### src/rtl/psk_link_ctrl_pkg.sv
// rtl/psk_link_ctrl_pkg.sv - shared types and constants for the PSK link sequencer
// Holds the FSM state encoding, cfg_data field layout, reset-default
// configuration shared with the Tx/Rx top, and the frame-boundary helper.
package psk_link_ctrl_pkg;

  typedef enum logic [2:0] {
    ST_SETTLE = 3'd0,
    ST_LOCK   = 3'd1,
    ST_RUN    = 3'd2,
    ST_DRAIN  = 3'd3,
    ST_APPLY  = 3'd4,
    ST_FAULT  = 3'd5
  } link_state_t;

  // cfg_data = {mode[31:28], delay[27:24], fb[23:20], gd[19:16], phase[15:0]}
  localparam int CFG_NIB_W     = 4;
  localparam int CFG_PHASE_W   = 16;
  localparam int CFG_MODE_LSB  = 28;
  localparam int CFG_DELAY_LSB = 24;
  localparam int CFG_FB_LSB    = 20;
  localparam int CFG_GD_LSB    = 16;
  localparam int CFG_PHASE_LSB = 0;

  localparam logic [3:0]  DEFAULT_MODE     = 4'd4;
  localparam logic [3:0]  DEFAULT_DELAY    = 4'd8;
  localparam logic [3:0]  DEFAULT_FB_SHIFT = 4'd0;
  localparam logic [3:0]  DEFAULT_GD_SHIFT = 4'd3;
  localparam logic [15:0] DEFAULT_TX_PHASE = 16'd8192;

  // A Tx frame boundary is the last beat of a frame, or Tx not busy at all.
  function automatic logic frame_boundary(input logic tx_busy,
                                          input logic beat_valid,
                                          input logic beat_last);
    return (beat_valid & beat_last) | ~tx_busy;
  endfunction

endpackage

### src/rtl/link_lock_det.sv
// rtl/link_lock_det.sv - Rx_valid persistence detector with optional LOCK wait timeout
// Optional feature macro: LINK_CTRL_TIMEOUT_EN (adds the timeout counter).
// Ports:
//   clk      in   clock
//   rst      in   synchronous active-high reset
//   clear    in   hold both counters at zero (asserted outside LOCK)
//   rx_valid in   Rx demod valid
//   locked   out  this cycle completes LOCK_CYC consecutive valid cycles
//   timeout  out  LOCK has lasted TIMEOUT_CYC cycles (0 without the macro)
module link_lock_det #(
  parameter int unsigned LOCK_CYC    = 1024
`ifdef LINK_CTRL_TIMEOUT_EN
  , parameter int unsigned TIMEOUT_CYC = 65535
`endif
) (
  input  logic clk,
  input  logic rst,
  input  logic clear,
  input  logic rx_valid,
  output logic locked,
  output logic timeout
);

  localparam int LW = $clog2(LOCK_CYC + 1);

  logic [LW-1:0] r_lock_cnt;

  // Count of consecutive valid cycles already seen; any invalid cycle restarts it.
  always_ff @(posedge clk) begin
    if (rst || clear || !rx_valid) begin
      r_lock_cnt <= '0;
    end else if (!locked) begin
      r_lock_cnt <= r_lock_cnt + 1'b1;
    end
  end

  assign locked = rx_valid && (r_lock_cnt == LW'(LOCK_CYC - 1));

`ifdef LINK_CTRL_TIMEOUT_EN
  localparam int TW = $clog2(TIMEOUT_CYC + 1);

  logic [TW-1:0] r_wait_cnt;

  always_ff @(posedge clk) begin
    if (rst || clear) begin
      r_wait_cnt <= '0;
    end else if (!timeout) begin
      r_wait_cnt <= r_wait_cnt + 1'b1;
    end
  end

  assign timeout = (r_wait_cnt == TW'(TIMEOUT_CYC - 1));
`else
  assign timeout = 1'b0;
`endif

endmodule

### src/rtl/psk_link_ctrl.sv
// rtl/psk_link_ctrl.sv - runtime config/lock sequencer for the PSK Tx/Rx datapath
// Optional feature macro: LINK_CTRL_TIMEOUT_EN (LOCK timeout -> FAULT).
// Ports:
//   clk_16M384, rst_16M384         clock, synchronous active-high reset
//   cfg_valid/cfg_ready/cfg_data   config request handshake and payload
//   tx_valid, tx_data_tvalid/tlast Tx busy and frame stream (for drain)
//   Rx_valid                       Rx demod valid
//   MODE_CTRL..TX_PHASE_CONFIG     applied configuration
//   tx_enable, rx_flush, link_up   datapath control / status
//   lock_loss_cnt, fault           saturating RUN->LOCK drop count, timeout flag
module psk_link_ctrl
  import psk_link_ctrl_pkg::*;
#(
  parameter logic [3:0]  DEF_MODE     = DEFAULT_MODE,
  parameter logic [3:0]  DEF_DELAY    = DEFAULT_DELAY,
  parameter logic [3:0]  DEF_FB_SHIFT = DEFAULT_FB_SHIFT,
  parameter logic [3:0]  DEF_GD_SHIFT = DEFAULT_GD_SHIFT,
  parameter logic [15:0] DEF_TX_PHASE = DEFAULT_TX_PHASE,
  parameter int unsigned SETTLE_CYC   = 256,
  parameter int unsigned LOCK_CYC     = 1024
`ifdef LINK_CTRL_TIMEOUT_EN
  , parameter int unsigned TIMEOUT_CYC = 65535
`endif
) (
  input  logic        clk_16M384,
  input  logic        rst_16M384,
  input  logic        cfg_valid,
  output logic        cfg_ready,
  input  logic [31:0] cfg_data,
  input  logic        tx_valid,
  input  logic        tx_data_tvalid,
  input  logic        tx_data_tlast,
  input  logic        Rx_valid,
  output logic [3:0]  MODE_CTRL,
  output logic [3:0]  DELAY_CNT,
  output logic [3:0]  FEEDBACK_SHIFT,
  output logic [3:0]  GARDNER_SHIFT,
  output logic [15:0] TX_PHASE_CONFIG,
  output logic        tx_enable,
  output logic        rx_flush,
  output logic        link_up,
  output logic [7:0]  lock_loss_cnt,
  output logic        fault
);

  localparam int SW = $clog2(SETTLE_CYC + 1);

  link_state_t   r_state, w_next;
  logic [SW-1:0] r_settle_cnt;
  logic [31:0]   r_shadow;
  logic [3:0]    r_mode, r_delay, r_fb, r_gd;
  logic [15:0]   r_phase;
  logic [7:0]    r_loss_cnt;
  logic          w_accept, w_settle_done, w_locked, w_timeout;

  link_lock_det #(
    .LOCK_CYC(LOCK_CYC)
`ifdef LINK_CTRL_TIMEOUT_EN
    , .TIMEOUT_CYC(TIMEOUT_CYC)
`endif
  ) u_lock_det (
    .clk     (clk_16M384),
    .rst     (rst_16M384),
    .clear   (r_state != ST_LOCK),
    .rx_valid(Rx_valid),
    .locked  (w_locked),
    .timeout (w_timeout)
  );

  assign cfg_ready     = (r_state == ST_LOCK) || (r_state == ST_RUN) || (r_state == ST_FAULT);
  assign w_accept      = cfg_valid && cfg_ready;
  assign w_settle_done = (r_settle_cnt == SW'(SETTLE_CYC - 1));

  // A config accept takes priority over every other exit, including a
  // simultaneous Rx_valid drop in RUN.
  always_comb begin
    w_next = r_state;
    unique case (r_state)
      ST_SETTLE: if (w_settle_done) w_next = ST_LOCK;
      ST_LOCK: begin
        if (w_accept)       w_next = ST_DRAIN;
        else if (w_locked)  w_next = ST_RUN;
        else if (w_timeout) w_next = ST_FAULT;
      end
      ST_RUN: begin
        if (w_accept)       w_next = ST_DRAIN;
        else if (!Rx_valid) w_next = ST_LOCK;
      end
      ST_DRAIN: if (frame_boundary(tx_valid, tx_data_tvalid, tx_data_tlast)) w_next = ST_APPLY;
      ST_APPLY: w_next = ST_SETTLE;
      ST_FAULT: w_next = w_accept ? ST_DRAIN : ST_SETTLE;
      default:  w_next = ST_SETTLE;
    endcase
  end

  always_ff @(posedge clk_16M384) begin
    if (rst_16M384) begin
      r_state      <= ST_SETTLE;
      r_settle_cnt <= '0;
      r_shadow     <= {DEF_MODE, DEF_DELAY, DEF_FB_SHIFT, DEF_GD_SHIFT, DEF_TX_PHASE};
      r_mode       <= DEF_MODE;
      r_delay      <= DEF_DELAY;
      r_fb         <= DEF_FB_SHIFT;
      r_gd         <= DEF_GD_SHIFT;
      r_phase      <= DEF_TX_PHASE;
      r_loss_cnt   <= '0;
    end else begin
      r_state      <= w_next;
      r_settle_cnt <= (r_state == ST_SETTLE) ? r_settle_cnt + 1'b1 : '0;
      if (w_accept) begin
        r_shadow <= cfg_data;
      end
      // The only place the applied configuration ever changes.
      if (r_state == ST_APPLY) begin
        r_mode  <= r_shadow[CFG_MODE_LSB  +: CFG_NIB_W];
        r_delay <= r_shadow[CFG_DELAY_LSB +: CFG_NIB_W];
        r_fb    <= r_shadow[CFG_FB_LSB    +: CFG_NIB_W];
        r_gd    <= r_shadow[CFG_GD_LSB    +: CFG_NIB_W];
        r_phase <= r_shadow[CFG_PHASE_LSB +: CFG_PHASE_W];
      end
      if ((r_state == ST_RUN) && !w_accept && !Rx_valid && (r_loss_cnt != 8'hFF)) begin
        r_loss_cnt <= r_loss_cnt + 8'd1;
      end
    end
  end

`ifdef LINK_CTRL_TIMEOUT_EN
  logic r_fault;

  always_ff @(posedge clk_16M384) begin
    if (rst_16M384) begin
      r_fault <= 1'b0;
    end else if ((r_state == ST_LOCK) && (w_next == ST_FAULT)) begin
      r_fault <= 1'b1;
    end else if (w_accept || (w_next == ST_RUN)) begin
      r_fault <= 1'b0;
    end
  end

  assign fault = r_fault;
`else
  assign fault = 1'b0;
`endif

  assign MODE_CTRL       = r_mode;
  assign DELAY_CNT       = r_delay;
  assign FEEDBACK_SHIFT  = r_fb;
  assign GARDNER_SHIFT   = r_gd;
  assign TX_PHASE_CONFIG = r_phase;
  assign lock_loss_cnt   = r_loss_cnt;
  assign tx_enable       = (r_state == ST_RUN);
  assign link_up         = (r_state == ST_RUN);
  assign rx_flush        = (r_state == ST_SETTLE) || (r_state == ST_APPLY) || (r_state == ST_FAULT);

endmodule
### config.mk
export PLATFORM = sky130hd
export DESIGN_NAME = psk_link_ctrl
export DESIGN_NICKNAME = d
export VERILOG_FILES = /design/src/rtl/psk_link_ctrl_pkg.sv /design/src/rtl/link_lock_det.sv /design/src/rtl/psk_link_ctrl.sv
export SDC_FILE = /design/constraint.sdc
export NUM_CORES = 1
export LEC_CHECK = 0
export CORE_MARGIN = 3
export CORE_UTILIZATION = 45
export DETAILED_ROUTE_END_ITERATION = 6
export DONT_BUFFER_PORTS = 1
export RECOVER_POWER = 25
export SYNTH_ARGS = -nofsm -noshare
export SYNTH_HDL_FRONTEND = slang
export SYNTH_SLANG_ARGS = --single-unit
### constraint.sdc
create_clock -name clk_16M384 -period 2.4 [get_ports clk_16M384]
set_clock_uncertainty 0.05 [all_clocks]
set_input_delay 0.36 -clock clk_16M384 [delete_from_list [all_inputs] [get_ports clk_16M384]]
set_output_delay 0.36 -clock clk_16M384 [all_outputs]
set_load 0.02 [all_outputs]
---- Word level (Yosys, flattened, before mapping) ----
Cells that the tools add are included.
W data, S select, Z words.
operators by class
  add/sub/neg operators ................... 3
  equal/unequal tests ..................... 13
  multiplexer cells ....................... 8
  bitwise gates (word level) .............. 4
  reduce and logical (&&, ||, !) cells .... 16
operators with widths
  kind                     number
  $mux W3                  6
  $pmux W3 S5              1
  $add A11 B1 Y11 const B  1
  $eq A11 B10 Y1 const B   1
  $add A9 B1 Y9 const B    1
  $eq A9 B8 Y1 const B     1
  $add A8 B1 Y8 const B    1
  $ne A8 B8 Y1 const B     1
  $eq A3 B2 Y1 const B     2
  $eq A3 B3 Y1 const B     2
  $logic_or A1 B1 Y1       6
  $ne A3 B2 Y1 const B     2
  $logic_and A1 B1 Y1      5
  $ne A2 B2 Y1 const B     2
  $reduce_and A4 Y1        1
  $eq A3 B1 Y1 const B     1
  $logic_not A3 Y1         1
  $ne A3 B1 Y1 const B     1
  $logic_not A1 Y1         2
  $mux W2                  1
  $not A1 Y1               2
  $reduce_or A2 Y1         1
  $and A1 B1 Y1            1
  $or A1 B1 Y1             1
storage, ports and cells
  bits in registers ....................... 95
  bits of input ports ..................... 39
  output and inout port bits .............. 45
  word-level logic and storage cells ...... 54

---- Longest topological paths before layout ----
Gate-level depths: netlist of run 1.
  depth after elaboration ................. 8
  mapped depth ............................ 8
  depth with buffers taken out ............ 8

---- Modules after synthesis ----
A second synthesis of run 1 with hierarchy kept.
unflattened totals
  cell total of the unflattened synthesis .. 458
  area total of the unflattened synthesis .. 3746.1 sq um
modules (own cells, without submodules)
  module         instances  cells an instance  area an instance (sq um)  seq. area each (sq um)
  psk_link_ctrl  1          397                3200.6                    1681.6
  link_lock_det  1          61                 545.5                     220.2

---- Worst setup path before layout of run 1 ----
Ideal clock, no wire load.
  kind .................................... flip-flop to flip-flop
  start point ............................. register r_state[1]
  end point ............................... register r_loss_cnt[5] (netlist: lock_loss_cnt[5])
  setup time .............................. 70 ps
  arrival time ............................ 1678 ps
  data required time ...................... 2280 ps
  path slack .............................. 603 ps
  cell stages (with the launch flop) ...... 7
  buffers on the path ..................... 2
  clock period less this slack ............ 1797 ps
  cell sequence ........................... dfxtp_1 -> buf_6 -> nor3b_4 -> o211ai_2 -> buf_6 -> or4_1 -> a21oi_1
between the ends
  longest elaborated chain between the ends .. 8
  elaborated cells on any way between the ends .. 10
  those cells by class .................... 3 x eq/ne; 7 x reduce/logical
ends and longest elaborated chain
  element                              line                  source
  start, declared                      psk_link_ctrl.sv:48   link_state_t r_state, w_next;
  start signal, assigned               psk_link_ctrl.sv:108  r_state <= w_next;
  $eq A3 B2 Y1 *                       n/a
  net link_up                          psk_link_ctrl.sv:41   output logic link_up,
  $logic_or A1 B1 Y1 (2 in series)     psk_link_ctrl.sv:70   assign cfg_ready = (r_state == ST_LOCK) || (r_state == ST_RUN) || (r_state == ST_FAULT);
  $logic_and A1 B1 Y1                  psk_link_ctrl.sv:71   assign w_accept = cfg_valid && cfg_ready;
  $logic_not A1 Y1                     psk_link_ctrl.sv:121  if ((r_state == ST_RUN) && !w_accept && !Rx_valid && (r_loss_cnt != 8'hFF)) begin
  $logic_and A1 B1 Y1 * (3 in series)  psk_link_ctrl.sv:121
  end signal, assigned                 psk_link_ctrl.sv:122  r_loss_cnt <= r_loss_cnt + 8'd1;
  end, declared                        psk_link_ctrl.sv:53   logic [7:0] r_loss_cnt;
The timed path passes the listed nets; every way through them passes the cells marked *.
A chain may end at the register's enable or synchronous reset.

---- Worst setup path in the final report of run 1 ----
  start point ............................. register r_state[1]
  end point ............................... output port cfg_ready
between the ends
  longest elaborated chain between the ends .. 3
  elaborated cells on any way between the ends .. 5
  those cells by class .................... 3 x eq/ne; 2 x reduce/logical
ends and longest elaborated chain
  element                                              line                 source
  $eq A3 B1 Y1 / $eq A3 B2 Y1 (equally long branches)  psk_link_ctrl.sv:70
  $logic_or A1 B1 Y1                                   psk_link_ctrl.sv:70
  $logic_or A1 B1 Y1 *                                 psk_link_ctrl.sv:70
  end, declared                                        psk_link_ctrl.sv:28  output logic cfg_ready,
Mark *: on every way between the ends. The rest lies on a longest branch, timed or not.

==> metrics.csv, run 1 <==
metric,value,unit
Netlist cell types,45,
Pleak,0.00137,uW
Mean Syn Cell Area,8.17,um2
Psw,567,uW
synthesis-to-finish area growth,7.26,%
CP cell instances,nor3b_4 > buf_4 > or2_2,
root buffer cell,clkbuf_8,
Pre-antenna DRT Iters,4,
H-tree depth,3,
postcts setup bufs,0,
aggregate global routing overflow,0,
antenna-violating nets left,0,
Sum Neg Setup Slack,0,ns
Vias,2884,
WS Path Type,reg2out,
number of vias per cell,5.21,
largest net degree at the start of global routing,78,
post-CTS sizing,0,
syn_nets,501,
initial antenna violation count,0,
Internal,2280,uW
CTS tree,built,
Die H,97.2,um
Die W,97.2,um
Core Region,0.00789,mm2
Slew Limit Headroom,66.4,%
"Cell Count, Final, Fillers Out",554,
Sequential Power Share,55.5,%
std cell rows,32,
Synth top cells by count,"143 x nand2_1, 95 x dfxtp_1, 67 x a21oi_1",
DRT iter0 DRCs,130,
"Net count, final",491,
detailed placement HPWL,5240,um
crit path launch type,flip-flop,
Buffers on Ports,0,
slowest library cell on the worst path,dfxtp_1,
Yosys reg bits,95,
Final WS setup,0.384,ns
pre-CTS WS,0.562,ns
maximum vdd drop,0.407,mV
Post-synth EDFFs,0,
Hold Buf Count CTS,0,
Clock Pin Slew Worst Setup and Hold Paths,0.09,ns
share of the synthesized area in the top cell type,50.9,%
Die ar.,0.00944,mm2
"Clk Latency, worst-skew pair",0.35,ns
period utilization,84.0,%
most common cell in the netlist,nand2_1,
Post-Syn Instances,458,
clock share of power,43.8,%
Ports,84,
"FFs w/ async S/R, synth",0,%
"Seq/Total Area, Yosys",50.9,%
number of global-route vias before repair,2637,
Placed Cells,539,
synthesized area,0.00374,mm2
Final Hold Vio Count,0,
first-pass GRT wire length,12800,um
# Max-Cap Violations,0,
Hold Path Class,in2reg,
yosys warns,0,
Worst Tran Pin Value,0.502,ns
Post-Route WL,7810,um
Most used DFF post-synth,dfxtp_1,
CP peak stage delay,0.50,ns
RSZ-0062 raised after global routing,false,
PD cells,711,mW/mm2
diode count,0,
total CTS buffers,9,
Residual DRC,0,
Max Root-Sink Buffers,2,
crit end category,output pin,
status,finished clean,
Clock Sinks,95,
Fmax achieved,496,MHz
Initial Util,47.4,%
Tot Pwr,2850,uW
critical path peak fanout,10,
logic gate share of total power,0.7,%
Slew Limit Fails,0,
synth top area cells,"dfxtp_1 51%, nand2_1 14%, a21oi_1 9.0%, nor2_1 2.4%, nand3b_1 2.0%",
CP required,1.99,ns
Yosys top cell by area,dfxtp_1,
overall routing resource usage,16.5,%
wire length per cell,14.1,um
GP Congestion,0.876,
switching part of the total,19.9,%
final setup fails,0,
share of cells above drive strength 1,7.30,%
CP Data Arrival Time,1.61,ns
crit path time final,2.02,ns
flip-flops by register name, summed over array words and instances, names as in the netlist:
register	count
DELAY_CNT	4
FEEDBACK_SHIFT	4
GARDNER_SHIFT	4
MODE_CTRL	4
TX_PHASE_CONFIG	16
lock_loss_cnt	8
r_settle_cnt	9
r_shadow	32
r_state	3
u_lock_det.r_lock_cnt	11
cell type report:
cell class                      count  area [um2]
Tap cell                          102         128
Timing Repair Buffer                6        45.0
Clock inverter                      6         116
Fill cell                         773        3880
Sequential cell                    95        1900
Inverter                            7        26.3
Multi-Input combinational cell    329        1670
Clock buffer                        9         124
worst max-delay path: cells and delay by family (launching register included):
family / cells / cell delay (ns)
buffers and inverters: 1 / 0.25
flip-flops: 1 / 0.50
AND/OR/NAND/NOR: 2 / 0.50
through the flow:
| step | utilization, % | area, um2 | hold WS, ns |
|---|---|---|---|
| 4_1_cts | 50.9 | 4010 | 0.00127 |
| 3_3_place_gp | 47.8 | 3770 | 0.380 |
| 2_1_floorplan | - | 3740 | 0.368 |
| 3_5_place_dp | 47.8 | 3770 | 0.387 |
| 6_report | 50.9 | 4010 | 0.0371 |
| 5_1_grt | 50.9 | 4010 | 0.00483 |
kinds of logic (layout without fill, tap and decap cells):
family | count (synthesis) | count (layout) | share of synthesized area, %
adder cells (fa/ha/maj) | 4 | 4 | 1.34
XOR/XNOR | 6 | 6 | 1.41
multiplexers | 2 | 2 | 0.535
buffers and inverters | 34 | 28 | 4.58
AO/OA/AOI/OAI | 92 | 92 | 13.5
other | 1 | 1 | 0.100
AND/OR/NAND/NOR | 224 | 224 | 27.6
flip-flops | 95 | 95 | 50.9
power by group through the flow:
stage          logic (uW)  registers [uW]  clock network (uW)
6_report             20.3            1580                1250
3_3_place_gp         20.1            1620                   0
4_1_cts              20.8            1580                1280
2_1_floorplan        37.9            1620                   0
3_5_place_dp         20.8            1620                   0
5_1_grt              24.9            1580                1340
per-layer routing:
metal	routed length (um)	up-vias	GRT usage, %
met5	0	-	0
met4	125	0	6.16
met3	491	11	5.81
met2	3720	69	27.3
met1	3480	1294	19.8
li1	-	1510	-
layout by cell type, fill, tap and decap left out, types with 2 or more instances in the layout:
cell,instances
a21oi_1,67
a31oi_1,3
and2_1,2
and3_1,2
buf_4,6
bufinv_16,3
clkbuf_8,9
dfxtp_1,95
ha_1,4
inv_1,7
inv_6,2
mux2i_1,2
nand2_1,143
nand2b_1,3
nand3_1,8
nand3b_1,10
nand4_1,4
nor2_1,24
nor3_1,4
o21a_1,3
o21ai_0,8
o31ai_1,5
or2_2,3
or3_1,7
or4_1,5
xor2_1,5
path summary, 6_finish.rpt:
check | startpoint | endpoint | slack (ns) | cells past startpoint
worst max register to register | r_state[1] | r_shadow[21] | 0.56 | 6
worst min register to register | r_shadow[11] | TX_PHASE_CONFIG[11] | 0.40 | 2
worst max-delay path | r_state[1] | cfg_ready | 0.38 | 3
worst min-delay path | rst_16M384 | lock_loss_cnt[2] | 0.04 | 1
Note: power is estimated with default switching activity, not from simulation.
==> run 2, diff against run 1 <==
==> constraint.sdc (replaced) <==
create_clock -name clk_16M384 -period 1.9 [get_ports clk_16M384]
set_clock_uncertainty 0.05 [all_clocks]
set_input_delay 0.285 -clock clk_16M384 [delete_from_list [all_inputs] [get_ports clk_16M384]]
set_output_delay 0.285 -clock clk_16M384 [all_outputs]
set_load 0.02 [all_outputs]
==> run 2 against run 1 <==
Compared with the run above: via count up 7.1%; register-to-register slack worse by 0.40 ns; global-route usage is 0.83 points higher; critical path depth stayed put; utilization grew 4.2 points; final cell count rose by 6.9%.
==> metrics.csv, run 2 (synthesis gave the netlist of run 1 again) <==
metric,value,unit
Residual DRC,0,
WS Path Type,reg2out,
Sum Neg Setup Slack,0,ns
share of cells above drive strength 1,8.79,%
"commonest non-fill, non-tap cell in the layout",nand2_1,
initial antenna violation count,1,
most flop-heavy register,r_shadow,
Post-Route WL,8230,um
antenna-violating nets left,0,
Hold Worst Slack,0.0166,ns
crit path launch type,flip-flop,
reg2reg start,u_lock_det.r_lock_cnt[0],
Die H,97.2,um
DRT iter0 DRCs,162,
Clock Pin Slew Worst Setup and Hold Paths,0.09,ns
"Clk Latency, worst-skew pair",0.36,ns
placed instance area,0.00382,mm2
# Max-Cap Violations,0,
Core Region,0.00789,mm2
Clock Sinks,95,
GP Congestion,0.842,
RSZ-0062 raised after global routing,false,
overall routing resource usage,17.3,%
status,finished clean,
capture point of the worst reg-to-reg path,r_state[0],
aggregate global routing overflow,0,
CP Data Arrival Time,1.46,ns
crit end category,output pin,
Vias,3088,
most frequent cells in the layout,"143 x nand2_1, 94 x dfxtp_1, 67 x a21oi_1",
detailed placement HPWL,5420,um
"Net count, final",527,
R2R Setup Slk,0.16,ns
total CTS buffers,9,
critical hold path startpoint,cfg_data[20],
Die W,97.2,um
Fmax achieved,558,MHz
highest metal used,met4,
final setup fails,0,
crit path time final,1.79,ns
CP required,1.56,ns
wire length on met2,3890,um
hold path endpoint,r_shadow[20],
wl on met1,3720,um
number of global-route vias before repair,2855,
WL met3,510,um
Tot Pwr,3510,uW
slowest library cell on the worst path,dfxtp_2,
critical path peak fanout,10,
number of vias per cell,5.22,
wire length per cell,13.9,um
FF-to-FF path depth,6,
synthesis-to-finish area growth,16.1,%
Max Root-Sink Buffers,2,
Slew Limit Fails,0,
CTS tree,built,
std cell rows,32,
maximum vdd drop,0.450,mV
period utilization,94.4,%
Die ar.,0.00944,mm2
max FFs per register,32,
crit path from,r_state[1],
Filler cells,717,
Hold Crit Depth,2,
Buffers on Ports,0,
Pre-antenna DRT Iters,4,
CP peak stage delay,0.41,ns
Pleak,0.00151,uW
Final Hold Vio Count,0,
CP cell instances,nor3b_4 > buf_4 > or2_2,
largest net degree at the start of global routing,76,
first-pass GRT wire length,13600,um
post-route cell area,0.00434,mm2
H-tree depth,3,
Ports,84,
root buffer cell,clkbuf_8,
Hold Path Class,in2reg,
Initial Util,47.4,%
PD cells,808,mW/mm2
run 2: changes by cell type in the layout (fill, tap and decap cells not counted), sizes merged:
cell and delta:
buf +7, bufinv -2, clkbuf +2, clkinvlp +2, diode +1, dlygate4sd3 +27
inv +1
run 2: how the worst max path moves through the flow:
stage                                     endpoint  slack, ns  cells after the start
after floorplan                   lock_loss_cnt[5]       0.10                      6
after global placement    u_lock_det.r_lock_cnt[1]       0.17                      5
after detailed placement  u_lock_det.r_lock_cnt[1]       0.15                      5
after CTS                                cfg_ready       0.08                      3
after global routing                     cfg_ready       0.02                      3
final                                    cfg_ready       0.11                      3
run 2: stage by stage:
step,setup slack [ns],utilization [%],std cells
global route,0.0198,55.0,592
detailed placement,0.151,48.5,546
finish,0.106,55.0,592
global placement,0.173,48.5,546
CTS,0.0780,54.7,588
floorplan,0.103,-,458
run 2: routing by layer:
metal  GRT usage [%]  vias up
met1            21.7     1406
li1                -     1585
met5               0        -
met4            6.70        0
met3            4.59        8
met2            28.5       89
run 2: layout make-up:
class | count | area (um2) | share of cell area [%]
tap | 102 | 128 | 2.94
clock inverter | 7 | 90.1 | 2.07
timing repair buffer | 42 | 395 | 9.11
antenna | 1 | 2.50 | 0.0576
clock buffer | 9 | 124 | 2.85
inverter | 7 | 26.3 | 0.605
sequential | 95 | 1900 | 43.8
multi-input combinational | 329 | 1670 | 38.5
run 2: timing repair:
item                                   in CTS  in global routing
pin swaps                                   0                  1
setup buffers                               0                  1
cloned                                      0                  0
hold buffers                               26                  2
resized for setup                           1                  1
setup endpoints to repair                   1                  5
endpoints found under the hold margin      75                  2
run 2: power breakdown:
part | switching, uW | total [uW] | internal, uW
Sequential | 4.89 | 2000 | 2000
Combinational | 47.9 | 103 | 55.6
Clock | 767 | 1410 | 638
run 2: worst max-delay path: cells and delay by family, from the launching register on:
family                 cells  cell delay, ns
and+or+nand+nor            2            0.45
DFF                        1            0.41
buffers and inverters      1            0.25
==> run 3, diff against run 2 <==
--- a/config.mk
+++ b/config.mk
@@ -9,6 +9,7 @@
 export CORE_UTILIZATION = 45
 export DETAILED_ROUTE_END_ITERATION = 6
 export DONT_BUFFER_PORTS = 1
+export MAX_ROUTING_LAYER = met4
 export RECOVER_POWER = 25
 export SYNTH_ARGS = -nofsm -noshare
 export SYNTH_HDL_FRONTEND = slang
==> constraint.sdc (replaced) <==
create_clock -name clk_16M384 -period 2 [get_ports clk_16M384]
set_clock_uncertainty 0.05 [all_clocks]
set_input_delay 0.3 -clock clk_16M384 [delete_from_list [all_inputs] [get_ports clk_16M384]]
set_output_delay 0.3 -clock clk_16M384 [all_outputs]
set_load 0.02 [all_outputs]
==> run 3 against run 2 <==
Compared with the run above: worst setup slack worse by 0.029 ns; total power fell by 9.4%; highest routed layer unchanged; largest power group unchanged; global-route usage grew 0.30 points; non-clock buffer count shrank 18; die area did not move; clock-buffer cell count is the same.
==> metrics.csv, run 3 (synthesis gave the netlist of run 1 again) <==
metric,value,unit
Die ar.,0.00944,mm2
H-tree depth,3,
crit path from,r_state[1],
Pleak,0.00143,uW
antenna-violating nets left,0,
"Clk Latency, worst-skew pair",0.36,ns
number of vias per cell,5.22,
critical path peak fanout,10,
Vias,2999,
CP required,1.65,ns
detailed placement HPWL,5390,um
CP peak stage delay,0.48,ns
RSZ-0062 raised after global routing,false,
most flop-heavy register,r_shadow,
overall routing resource usage,17.7,%
first-pass GRT wire length,13400,um
wire length per cell,13.9,um
GP Congestion,0.854,
Die W,97.2,um
Max Root-Sink Buffers,2,
CTS tree,built,
WS Path Type,reg2out,
reg2reg start,u_lock_det.r_lock_cnt[0],
status,finished clean,
max FFs per register,32,
Clock Sinks,95,
Core Region,0.00789,mm2
final setup fails,0,
Buffers on Ports,0,
post-route cell area,0.00414,mm2
Hold Path Class,in2reg,
critical hold path startpoint,cfg_data[13],
Clock Pin Slew Worst Setup and Hold Paths,0.10,ns
capture point of the worst reg-to-reg path,u_lock_det.r_lock_cnt[1],
Slew Limit Fails,0,
Pre-antenna DRT Iters,4,
DRT iter0 DRCs,152,
total CTS buffers,9,
aggregate global routing overflow,0,
std cell rows,32,
"Net count, final",509,
slowest library cell on the worst path,dfxtp_1,
crit path time final,1.92,ns
placed instance area,0.00382,mm2
# Max-Cap Violations,0,
period utilization,96.1,%
CP cell instances,nor3b_4 > buf_4 > or2_2,
synthesis-to-finish area growth,10.8,%
largest net degree at the start of global routing,75,
Ports,84,
crit path launch type,flip-flop,
Worst Setup EP,cfg_ready,
Initial Util,47.4,%
initial antenna violation count,1,
maximum vdd drop,0.336,mV
Tot Pwr,3180,uW
Sum Neg Setup Slack,0,ns
most frequent cells in the layout,"143 x nand2_1, 95 x dfxtp_1, 67 x a21oi_1",
postcts setup bufs,0,
PD cells,767,mW/mm2
CP Data Arrival Time,1.57,ns
R2R Setup Slk,0.25,ns
Hold Crit Depth,2,
"commonest non-fill, non-tap cell in the layout",nand2_1,
number of global-route vias before repair,2782,
FF-to-FF path depth,5,
post-route core utilization,52.5,%
root buffer cell,clkbuf_8,
Fmax achieved,520,MHz
crit end category,output pin,
Final Hold Vio Count,0,
Filler cells,744,
Residual DRC,0,
share of cells above drive strength 1,8.49,%
Die H,97.2,um
Post-Route WL,8010,um
[run 3: final cells by class]
class	instances	area (um2)	area share, %
Antenna cell	1	2.50	0.0604
Clock buffer	9	124	2.99
Clock inverter	7	66.3	1.60
Inverter	7	26.3	0.634
Multi-Input combinational cell	329	1670	40.3
Sequential cell	95	1900	45.9
Tap cell	102	128	3.08
Timing Repair Buffer	24	224	5.41
[run 3: worst min path at each step]
stage	to	slack, ns
final	r_shadow[13]	0.02
after floorplan	r_settle_cnt[0]	0.37
after CTS	r_shadow[5]	0.0006
after global placement	r_shadow[29]	0.33
after global routing	r_shadow[5]	0.004
after detailed placement	r_shadow[26]	0.33
[run 3: power by group]
part / internal, uW / switching [uW] / total (uW)
clock: 478 / 730 / 1210
sequential: 1900 / 4.64 / 1900
combinational: 31.9 / 37.6 / 69.5
[run 3: repair_timing]
item,in CTS,in global routing
hold endpoints to repair,74,0
hold buffers,12,0
resized for setup,0,0
[run 3: layer usage]
metal,routed length (um),global-route usage [%],vias up
li1,-,-,1552
met1,3780,22.0,1368
met2,3650,27.6,67
met3,416,3.95,12
met4,163,7.56,0
met5,0,-,-
[run 3: metrics by stage]
| step | setup slack [ns] | cells | hold slack [ns] |
|---|---|---|---|
| after floorplan | 0.203 | 458 | 0.368 |
| after global placement | 0.271 | 545 | 0.332 |
| after detailed placement | 0.264 | 545 | 0.334 |
| after CTS | 0.0656 | 573 | 0.000599 |
| after global routing | 0.00479 | 574 | 0.00420 |
| final | 0.0774 | 574 | 0.0151 |
[run 3: worst max-delay path, delay by kind of cell, from the launching register on]
family / cells / cell delay (ns)
DFF: 1 / 0.48
buffers and inverters: 1 / 0.25
and+or+nand+nor: 2 / 0.48
